<file path="config.mk">
export PLATFORM = sky130hd
export DESIGN_NAME = debug_display
export DESIGN_NICKNAME = d
export VERILOG_FILES = /design/src/rtl/debug_display_pkg.sv /design/src/rtl/debug_display_scroll_counter.sv /design/src/rtl/debug_display.sv
export SDC_FILE = /design/constraint.sdc
export NUM_CORES = 1
export LEC_CHECK = 0
export CAP_MARGIN = 20
export CELL_PAD_IN_SITES_DETAIL_PLACEMENT = 0
export CELL_PAD_IN_SITES_GLOBAL_PLACEMENT = 1
export CORE_MARGIN = 5
export CORE_UTILIZATION = 30
export DETAILED_ROUTE_END_ITERATION = 10
export PLACE_DENSITY_LB_ADDON = 0.1
export SLEW_MARGIN = 20
export SYNTH_ARGS = -nofsm -noshare
export SYNTH_HDL_FRONTEND = slang
export SYNTH_SLANG_ARGS = --single-unit
</file>
<file path="constraint.sdc">
create_clock -name iClock -period 19.5 [get_ports iClock]
set_input_delay 2.925 -clock iClock [delete_from_list [all_inputs] [get_ports iClock]]
set_output_delay 2.925 -clock iClock [all_outputs]
set_load 0.01 [all_outputs]
</file>
<file path="src/rtl/debug_display_pkg.sv">
// Shared types and sizing helpers for the debug word viewer.
// Mode codes, FSM states and constant functions for derived widths.
package debug_display_pkg;

  localparam logic [1:0] MODE_LIVE = 2'd0;
  localparam logic [1:0] MODE_HOLD = 2'd1;
  localparam logic [1:0] MODE_AUTO = 2'd2;

  typedef enum logic [1:0] {
    ST_LIVE,
    ST_HOLD,
    ST_AUTO
  } state_t;

  // Bits needed to index n items, never less than one.
  function automatic int clog2_min1(input int n);
    int r;
    r = 0;
    for (int i = 0; i < 31; i++)
      if ((1 << i) < n) r = i + 1;
    return (r < 1) ? 1 : r;
  endfunction

  function automatic int ceil_div(input int a, input int b);
    return (a + b - 1) / b;
  endfunction

endpackage

</file>
<file path="src/rtl/debug_display_scroll_counter.sv">
// Auto-scroll position: prescaler, then page, then channel wrap.
// Ports: load/ld_* restart position, run advances; *_nxt is the post-edge value.
module scroll_counter
  import debug_display_pkg::*;
#(
  parameter int SCROLL_DIV = 4,
  parameter int NUM_CH     = 5,
  parameter int PAGES      = 2,
  parameter int CH_W       = 3,
  parameter int PAGE_W     = 1
) (
  input  logic              clk,
  input  logic              rst,
  input  logic              load,
  input  logic              run,
  input  logic [CH_W-1:0]   ld_ch,
  input  logic [PAGE_W-1:0] ld_page,
  output logic [CH_W-1:0]   ch_nxt,
  output logic [PAGE_W-1:0] page_nxt
);

  localparam int PRE_W = clog2_min1(SCROLL_DIV);

  logic [PRE_W-1:0]  pre_q, pre_nxt;
  logic [CH_W-1:0]   ch_q;
  logic [PAGE_W-1:0] page_q;

  always_comb begin
    pre_nxt  = pre_q;
    ch_nxt   = ch_q;
    page_nxt = page_q;
    if (load) begin
      pre_nxt  = '0;
      ch_nxt   = ld_ch;
      page_nxt = ld_page;
    end else if (run) begin
      if (pre_q == PRE_W'(SCROLL_DIV - 1)) begin
        pre_nxt = '0;
        if (page_q == PAGE_W'(PAGES - 1)) begin
          page_nxt = '0;
          if (ch_q == CH_W'(NUM_CH - 1))
            ch_nxt = '0;
          else
            ch_nxt = ch_q + CH_W'(1);
        end else begin
          page_nxt = page_q + PAGE_W'(1);
        end
      end else begin
        pre_nxt = pre_q + PRE_W'(1);
      end
    end
  end

  always_ff @(posedge clk or posedge rst) begin
    if (rst) begin
      pre_q  <= '0;
      ch_q   <= '0;
      page_q <= '0;
    end else begin
      pre_q  <= pre_nxt;
      ch_q   <= ch_nxt;
      page_q <= page_nxt;
    end
  end

endmodule

</file>
<file path="src/rtl/debug_display.sv">
// Debug word viewer for the 7-segment bank: live/hold/auto-scroll.
// In: iChannels, iSel, iPage, iMode, iCapture. Out: oDigits, oBlank, oChannel, oPage, oFrozen.
module debug_display
  import debug_display_pkg::*;
#(
  parameter int NUM_CH     = 5,
  parameter int DATA_W     = 64,
  parameter int DIGITS     = 8,
  parameter int SCROLL_DIV = 50_000_000,
  localparam int CH_W      = clog2_min1(NUM_CH),
  localparam int PG_BITS   = 4 * DIGITS,
  localparam int PAGES     = ceil_div(DATA_W, PG_BITS),
  localparam int PAGE_W    = clog2_min1(PAGES)
) (
  input  logic                     iClock,
  input  logic                     iReset,
  input  logic [NUM_CH*DATA_W-1:0] iChannels,
  input  logic [CH_W-1:0]          iSel,
  input  logic [PAGE_W-1:0]        iPage,
  input  logic [1:0]               iMode,
  input  logic                     iCapture,
  output logic [PG_BITS-1:0]       oDigits,
  output logic [DIGITS-1:0]        oBlank,
  output logic [CH_W-1:0]          oChannel,
  output logic [PAGE_W-1:0]        oPage,
  output logic                     oFrozen
);

  localparam int PAD_W = PAGES * PG_BITS;
  localparam logic [DIGITS-1:0] BLANK_RST =
    {DIGITS{1'b1}} << 1;

  state_t state_q, state_d;

  logic [NUM_CH*DATA_W-1:0] snap_q;
  logic                     cap_q;
  logic                     cap_rise;

  logic              auto_load;
  logic              auto_run;
  logic [CH_W-1:0]   ld_ch;
  logic [PAGE_W-1:0] ld_page;
  logic [CH_W-1:0]   auto_ch;
  logic [PAGE_W-1:0] auto_page;

  logic [CH_W-1:0]          disp_ch;
  logic [PAGE_W-1:0]        disp_pg;
  logic [NUM_CH*DATA_W-1:0] src;
  logic [DATA_W-1:0]        word;
  logic [PAD_W-1:0]         padded;
  logic [PG_BITS-1:0]       nib;
  logic [DIGITS-1:0]        blank;
  logic                     zero_run;

  always_ff @(posedge iClock or posedge iReset) begin
    if (iReset) state_q <= ST_LIVE;
    else        state_q <= state_d;
  end

  // Mode is sampled every cycle; the next state also drives
  // this cycle's output mux so outputs lag iMode by one edge.
  always_comb begin
    state_d   = ST_LIVE;
    auto_load = 1'b0;
    auto_run  = 1'b0;
    unique case (1'b1)
      (iMode == MODE_HOLD): state_d = ST_HOLD;
      (iMode == MODE_AUTO): state_d = ST_AUTO;
      default:              state_d = ST_LIVE;
    endcase
    if (state_d == ST_AUTO) begin
      auto_run  = 1'b1;
      auto_load = (state_q != ST_AUTO);
    end
  end

  assign cap_rise = iCapture & ~cap_q;

  assign ld_ch   = (int'(iSel) < NUM_CH) ? iSel : '0;
  assign ld_page = (int'(iPage) < PAGES) ? iPage : '0;

  scroll_counter #(
    .SCROLL_DIV (SCROLL_DIV),
    .NUM_CH     (NUM_CH),
    .PAGES      (PAGES),
    .CH_W       (CH_W),
    .PAGE_W     (PAGE_W)
  ) u_scroll (
    .clk      (iClock),
    .rst      (iReset),
    .load     (auto_load),
    .run      (auto_run),
    .ld_ch    (ld_ch),
    .ld_page  (ld_page),
    .ch_nxt   (auto_ch),
    .page_nxt (auto_page)
  );

  always_comb begin
    disp_ch = iSel;
    disp_pg = iPage;
    if (state_d == ST_AUTO) begin
      disp_ch = auto_ch;
      disp_pg = auto_page;
    end
    src = (state_d == ST_HOLD) ? snap_q : iChannels;
    word = '0;
    for (int k = 0; k < NUM_CH; k++)
      if (disp_ch == CH_W'(k))
        word = src[k*DATA_W +: DATA_W];
    padded = '0;
    padded[DATA_W-1:0] = word;
    nib = '0;
    for (int p = 0; p < PAGES; p++)
      if (disp_pg == PAGE_W'(p))
        nib = padded[p*PG_BITS +: PG_BITS];
  end

  // Walk down from the top digit; blank while all seen are zero.
  always_comb begin
    blank    = '0;
    zero_run = 1'b1;
    for (int i = DIGITS - 1; i >= 1; i--) begin
      zero_run = zero_run & (nib[4*i +: 4] == 4'h0);
      blank[i] = zero_run;
    end
  end

  always_ff @(posedge iClock or posedge iReset) begin
    if (iReset) begin
      cap_q    <= 1'b0;
      snap_q   <= '0;
      oDigits  <= '0;
      oBlank   <= BLANK_RST;
      oChannel <= '0;
      oPage    <= '0;
      oFrozen  <= 1'b0;
    end else begin
      cap_q <= iCapture;
      if (cap_rise) snap_q <= iChannels;
      oDigits  <= nib;
      oBlank   <= blank;
      oChannel <= disp_ch;
      oPage    <= disp_pg;
      oFrozen  <= (state_d == ST_HOLD);
    end
  end

endmodule

</file>
Word level (Yosys, flattened, before mapping):

Cells that the tools add are included.

* $add $sub $neg: 3
* magnitude comparators: 1
* equal/unequal tests: 11
* mux-type cells: 25
* bitwise logic cells: 8
* reductions and logical operators: 9

Operators by type and width (count)
* two-way mux 320 bit: 1
* two-way mux 64 bit: 5
* two-way mux 26 bit: 3
* two-way mux 32 bit: 1
* zero test 4 bit: 7
* adder 26 x 1 -> 26 bit (second input constant): 1
* == test 26 bit (second input constant): 1
* two-way mux 3 bit: 7
* AND 1 bit: 7
* two-way mux 1 bit: 7
* == test 3 x 2 -> 1 bit (second input constant): 2
* == test 3 bit (second input constant): 2
* == test 2 x 1 -> 1 bit (second input constant): 2
* == test 2 bit (second input constant): 2
* case mux 2 bit (2 select lines): 1
* adder 3 x 1 -> 3 bit (second input constant): 1
* == test 3 x 1 -> 1 bit (second input constant): 1
* zero test 3 bit: 1
* less-than comparator 3 bit (second input constant): 1
* != test 2 bit (second input constant): 1
* nonzero test 2 bit: 1
* adder 1 bit (second input constant): 1
* inverter 1 bit: 1

* register bits after elaboration: 397
* input port bits: 329
* word-level logic and storage cells: 68

Logic depth before layout (Yosys ltp):

* word-level depth: 21
* mapped depth: 17
* gate-level depth less buffers: 14

Modules after synthesis:

A second synthesis with hierarchy kept.

* cell total of the unflattened synthesis: 1718
* area, all modules: 21748.4 um^2

By module, submodules not included
* debug_display: instances 1, cells an instance 1533, area an instance 19990.4 um^2, seq. area each 9167.5 um^2
* scroll_counter: instances 1, cells an instance 185, area an instance 1757.9 um^2, seq. area each 750.7 um^2

Least setup slack after synthesis:

Ideal clock, no wire load.

* path type: in2reg
* start: input iMode[0]
* end: register oBlank[2]
* library setup time: 0.101 ns
* data arrival time: 5.839 ns
* setup slack: 13.560 ns
* stages on the path: 15
* buffers on the path: 5
* cells stage by stage: nor4bb_1 > buf_2 > nand3_1 > or4_1 > buf_2 > and3_4 > buf_6 > buf_6 > buf_6 > nand3_2 > o21ai_0 > a211o_1 > nor4_2 > nand3_2 > nor4b_1

* elaborated cells between the ends (all ways): 36
* classes of those cells: 8 x eq/ne; 16 x mux; 5 x bitwise; 7 x reduce/logical

RTL lines
* from (decl): line debug_display.sv:20 `input logic [1:0] iMode,`
* == test 2 bit / == test 2 x 1 -> 1 bit (equally long branches): line debug_display.sv:68, debug_display.sv:67
* case mux 2 bit (2 select lines) (*): line debug_display.sv:66 `unique case (1'b1)`
* == test 2 bit: line debug_display.sv:71, debug_display.sv:102
* two-way mux 1 bit: line debug_display.sv:71 `if (state_d == ST_AUTO) begin`
* two-way mux 3 bit: line debug_display_scroll_counter.sv:36 `end else if (run) begin`
* two-way mux 3 bit: line debug_display_scroll_counter.sv:32 `if (load) begin`
* two-way mux 3 bit: line debug_display.sv:102 `if (state_d == ST_AUTO) begin`
* zero test 3 bit: line debug_display.sv:109 `if (disp_ch == CH_W'(k))`
* two-way mux 64 bit (5 in a row): line debug_display.sv:109
* two-way mux 32 bit (*): line debug_display.sv:115 `if (disp_pg == PAGE_W'(p))`
* named net nib[23]: line debug_display.sv:51 `logic [PG_BITS-1:0] nib;`
* zero test 4 bit (*): line debug_display.sv:124 `zero_run = zero_run & (nib[4*i +: 4] == 4'h0);`
* AND 1 bit (*) (4 in a row): line debug_display.sv:124
* named net blank[2]: line debug_display.sv:52 `logic [DIGITS-1:0] blank;`
* to (signal assigned): line debug_display.sv:142 `oBlank <= blank;`
* to (decl): line debug_display.sv:23 `output logic [DIGITS-1:0] oBlank,`

Mark *: on every way through the listed nets, which the timed path passes. The rest lies on a longest branch.
A chain may end at the register's enable or synchronous reset.

Final worst setup path:

* start: input iMode[0]
* end: register oBlank[2]

* elaborated cells between the ends (all ways): 36
* classes of those cells: 8 x eq/ne; 16 x mux; 5 x bitwise; 7 x reduce/logical

RTL lines (line)
* == test 2 bit / == test 2 x 1 -> 1 bit (equally long branches): debug_display.sv:68, debug_display.sv:67
* case mux 2 bit (2 select lines) (*): debug_display.sv:66
* == test 2 bit: debug_display.sv:71, debug_display.sv:102
* two-way mux 1 bit: debug_display.sv:71
* two-way mux 3 bit: debug_display_scroll_counter.sv:36
* two-way mux 3 bit: debug_display_scroll_counter.sv:32
* two-way mux 3 bit: debug_display.sv:102
* zero test 3 bit: debug_display.sv:109
* two-way mux 64 bit (5 in a row): debug_display.sv:109
* two-way mux 32 bit (*): debug_display.sv:115
* named net nib[14]: debug_display.sv:51
* zero test 4 bit (*): debug_display.sv:124
* AND 1 bit (*) (2 in a row): debug_display.sv:124
* named net blank[2]: debug_display.sv:52

Marked as above.

==> impl_metrics.py <==
metrics = {
    "cts": {
        "numCtsBuffers": 50,
        "htree_levels": 2,
        "cts_num_sinks": 396,
        "clk_latency_ps": 590,
        "cts.repair.resized": 0,
        "post_cts_buffers": 0,
        "path_clk_slew_ps": 60,
        "postCtsHoldBufs": 0,
        "cts_tree": "built",
        "root_buffer": "clkbuf_16",
        "clk_path_buf_depth": 3,
    },
    "sta": {
        "tightest_slew_ps": 1080,
        "hold_viol_final": 0,
        "timing.setup.tns_ps": 0,
        "slew-limit-headroom_pct": 27.6,
        "clock_skew_ps": 25.5,
        "min_period_ps": 7990,
        "clock.fmax_ghz": 0.125,
        "fin_crit_sh_pct": 41.0,
        "whs_ps": 494,
        "setup_viol": 0,
        "drv_slew": 0,
        "rsz0062_at_grt": "no",
    },
    "drt": {
        "wirelength_um": 76100,
        "viasPerCell": 5.25,
        "wl_per_cell_um": 24.6,
        "dr.first_iter.drc_count": 1000,
        "first_pass_iters": 4,
        "route.detailed.drc": 0,
        "ant_nets": 0,
        "vias": 16200,
    },
    "floorplanning": {
        "fp-row-count": 96,
        "ios": 374,
        "core_mm2": 0.0683,
        "die_x_um": 272,
        "die-area_mm2": 0.0740,
        "initial_core_util_pct": 30.2,
        "die_h_um": 272,
    },
    "logic_synthesis": {
        "synth_fp_nets": 2172,
        "synth_top_family_by_area": "multiplexers",
        "avgSynthCellArea_um2": 11.2,
        "muxShareOfSynthArea_pct": 26.2,
        "synthTopCellsByCount": "dfrtp_1 (389), nand2_1 (330), mux2_2 (320)",
        "ys_async_sr_fraction_pct": 100,
        "syn-cell-area_mm2": 0.0206,
        "ys_ff_latch": 396,
        "yosys-top-cells-area": "dfrtp_1 (47%), mux2_2 (17%), nand2_1 (6.0%), mux4_2 (5.1%), mux2i_1 (2.9%)",
        "yosysMostFrequentCell": "dfrtp_1",
        "ys.flop_type": "dfrtp_1",
        "synth_warnings": 0,
        "synth_top_area_share_pct": 47.2,
        "synth_edf_count": 0,
        "synth-simple-area-share_pct": 13.2,
        "synth_top_area_cell": "dfrtp_1",
        "synthAdderAreaFrac_pct": 0.182,
        "synthCells": 1840,
        "synth.distinct_cells": 77,
        "synth_compound_area_share_pct": 8.34,
        "synth_seq_area_share_pct": 48.1,
        "synth_xor_area_share_pct": 0.808,
    },
    "placement": {
        "place.port_buffers": 372,
        "hpwl_um": 51700,
        "gp_congestion": 0.813,
        "dp_cells": 2985,
    },
    "pwr": {
        "p_comb_share_pct": 19.2,
        "leakagePower_uw": 0.0109,
        "power_uw": 2390,
        "p_per_area_mw_per_mm2": 89.1,
        "pwr-share-seq_pct": 41.6,
        "switching_share_pct": 27.3,
        "clkPwrFrac_pct": 39.3,
        "p_sw_uw": 653,
        "p_int_uw": 1730,
        "ir_worst_vdd_mv": 0.0552,
    },
    "worst_setup_path": {
        "worst_setup_path_start_kind": "input pin",
        "crit_type": "input pin to flip-flop",
        "cp_max_fo": 55,
        "arrival_ps": 8470,
        "endpoint_kind": "flip-flop",
        "worst_ep_required_time_ps": 19980,
    },
    "cells_and_area": {
        "syn_to_final_growth_pct": 30.0,
        "stdcell_count": 3087,
        "nets": 2487,
        "drive_gt1_share_pct": 23.4,
    },
    "global_route": {
        "grt_antenna_before_repair": 33,
        "grt_pass1_vias": 17100,
        "grt_pass1_wl_um": 114000,
        "grt_max_degree": 176,
        "grtUsageTotal_pct": 20.1,
        "grt_overflow": 0,
    },
    "hold_path": {
        "hp-class": "flip-flop to flip-flop",
    },
    "run": {
        "maxCapViolations": 0,
    },
    "run_status": {
        "status": "finished clean",
    },
}
## per-layer routing
metal	global-route usage, %	part of all wire (%)	vias to the layer above
met5	0	0.29	-
met4	5.44	2.4	34
met3	5.44	6.2	124
met1	25.9	42	8298
li1	-	-	7359
met2	33.6	49	391
## final timing paths
path	from	to	slack (ps)	cells past startpoint
min in group asynchronous	iReset	snap_q[212]$_DFFE_PP0P_	2800	2
hold reg to reg	u_scroll.pre_q[25]$_DFFE_PP0P_	u_scroll.pre_q[25]$_DFFE_PP0P_	490	1
hold / removal	u_scroll.pre_q[25]$_DFFE_PP0P_	u_scroll.pre_q[25]$_DFFE_PP0P_	490	1
max in group asynchronous	iReset	snap_q[257]$_DFFE_PP0P_	14580	4
setup reg to reg	u_scroll.pre_q[9]$_DFFE_PP0P_	oBlank[1]$_DFF_PP1_	14080	13
setup / recovery	iMode[0]	oBlank[2]$_DFF_PP1_	11510	14
## power by group through the flow
stage               sequential [uW]  clock, uW  combinational, uW
CTS                             992        966                467
detailed placement             1010          0                465
global route                   1000        994                499
finish                          992        937                458
global placement               1000          0                461
floorplan                       994          0                266
## critical path, stage by stage
cell	delay, ps
clkdlybuf4s50_1	500
nand2b_1	420
inv_1	390
o21ai_0	290
nand2_1	350
and3_4	270
buf_4	590
buf_4	760
mux4_1	390
and3_1	190
a21oi_1	250
nand3_1	160
or4_4	600
nor4b_1	300
## layout by cell type (no fill, tap or decap), drive strengths merged, types with 8 or more instances in the layout
cell	instances
nor4	12
dfrtp	389
clkinv	8
nand2	331
xor2	15
a31o	8
a22oi	9
mux2	320
a31oi	35
clkbuf	78
buf	27
o211ai	8
nand3	107
and2	8
a32oi	11
a211oi	12
a221o	13
nand4	18
clkdlybuf4s50	372
nor2	44
and3	20
a21oi	66
mux4	52
mux2i	60
diode	13
inv	11
o21ai	52
nor3	14
## area by class of cell
| type | instances | area (um^2) |
|---|---|---|
| antenna | 13 | 32.5 |
| clock buffer | 78 | 1520 |
| clock inverter | 11 | 115 |
| fill | 6610 | 41500 |
| inverter | 11 | 57.6 |
| multi-input combinational | 1297 | 10100 |
| sequential | 396 | 9920 |
| tap | 882 | 1100 |
| timing repair buffer | 399 | 3980 |
## logic make-up after synthesis
group / count (synthesis)
compound gates: 259
xor+xnor: 19
fa+ha+maj: 3
buf+inv: 147
flops: 396
mux: 432
other cells: 1
simple gates: 583
## sequential cells by signal, summed over array words and instances, names as in the netlist
register,cells
oChannel,3
state_q,2
u_scroll.pre_q,26
oDigits,32
oBlank,7
snap_q,320
oPage,1
u_scroll.page_q,1
cap_q,1
u_scroll.ch_q,3
## stage by stage
stage / setup slack (ps) / area, um^2 / utilization [%]
after detailed placement: 10900 / 25100 / 36.8
after floorplan: 5580 / 20600 / -
after global routing: 11110 / 26800 / 39.2
after CTS: 11550 / 26800 / 39.2
after global placement: 11050 / 25100 / 36.8
final: 11510 / 26800 / 39.2
No activity file was read; power rests on OpenSTA's default activity.
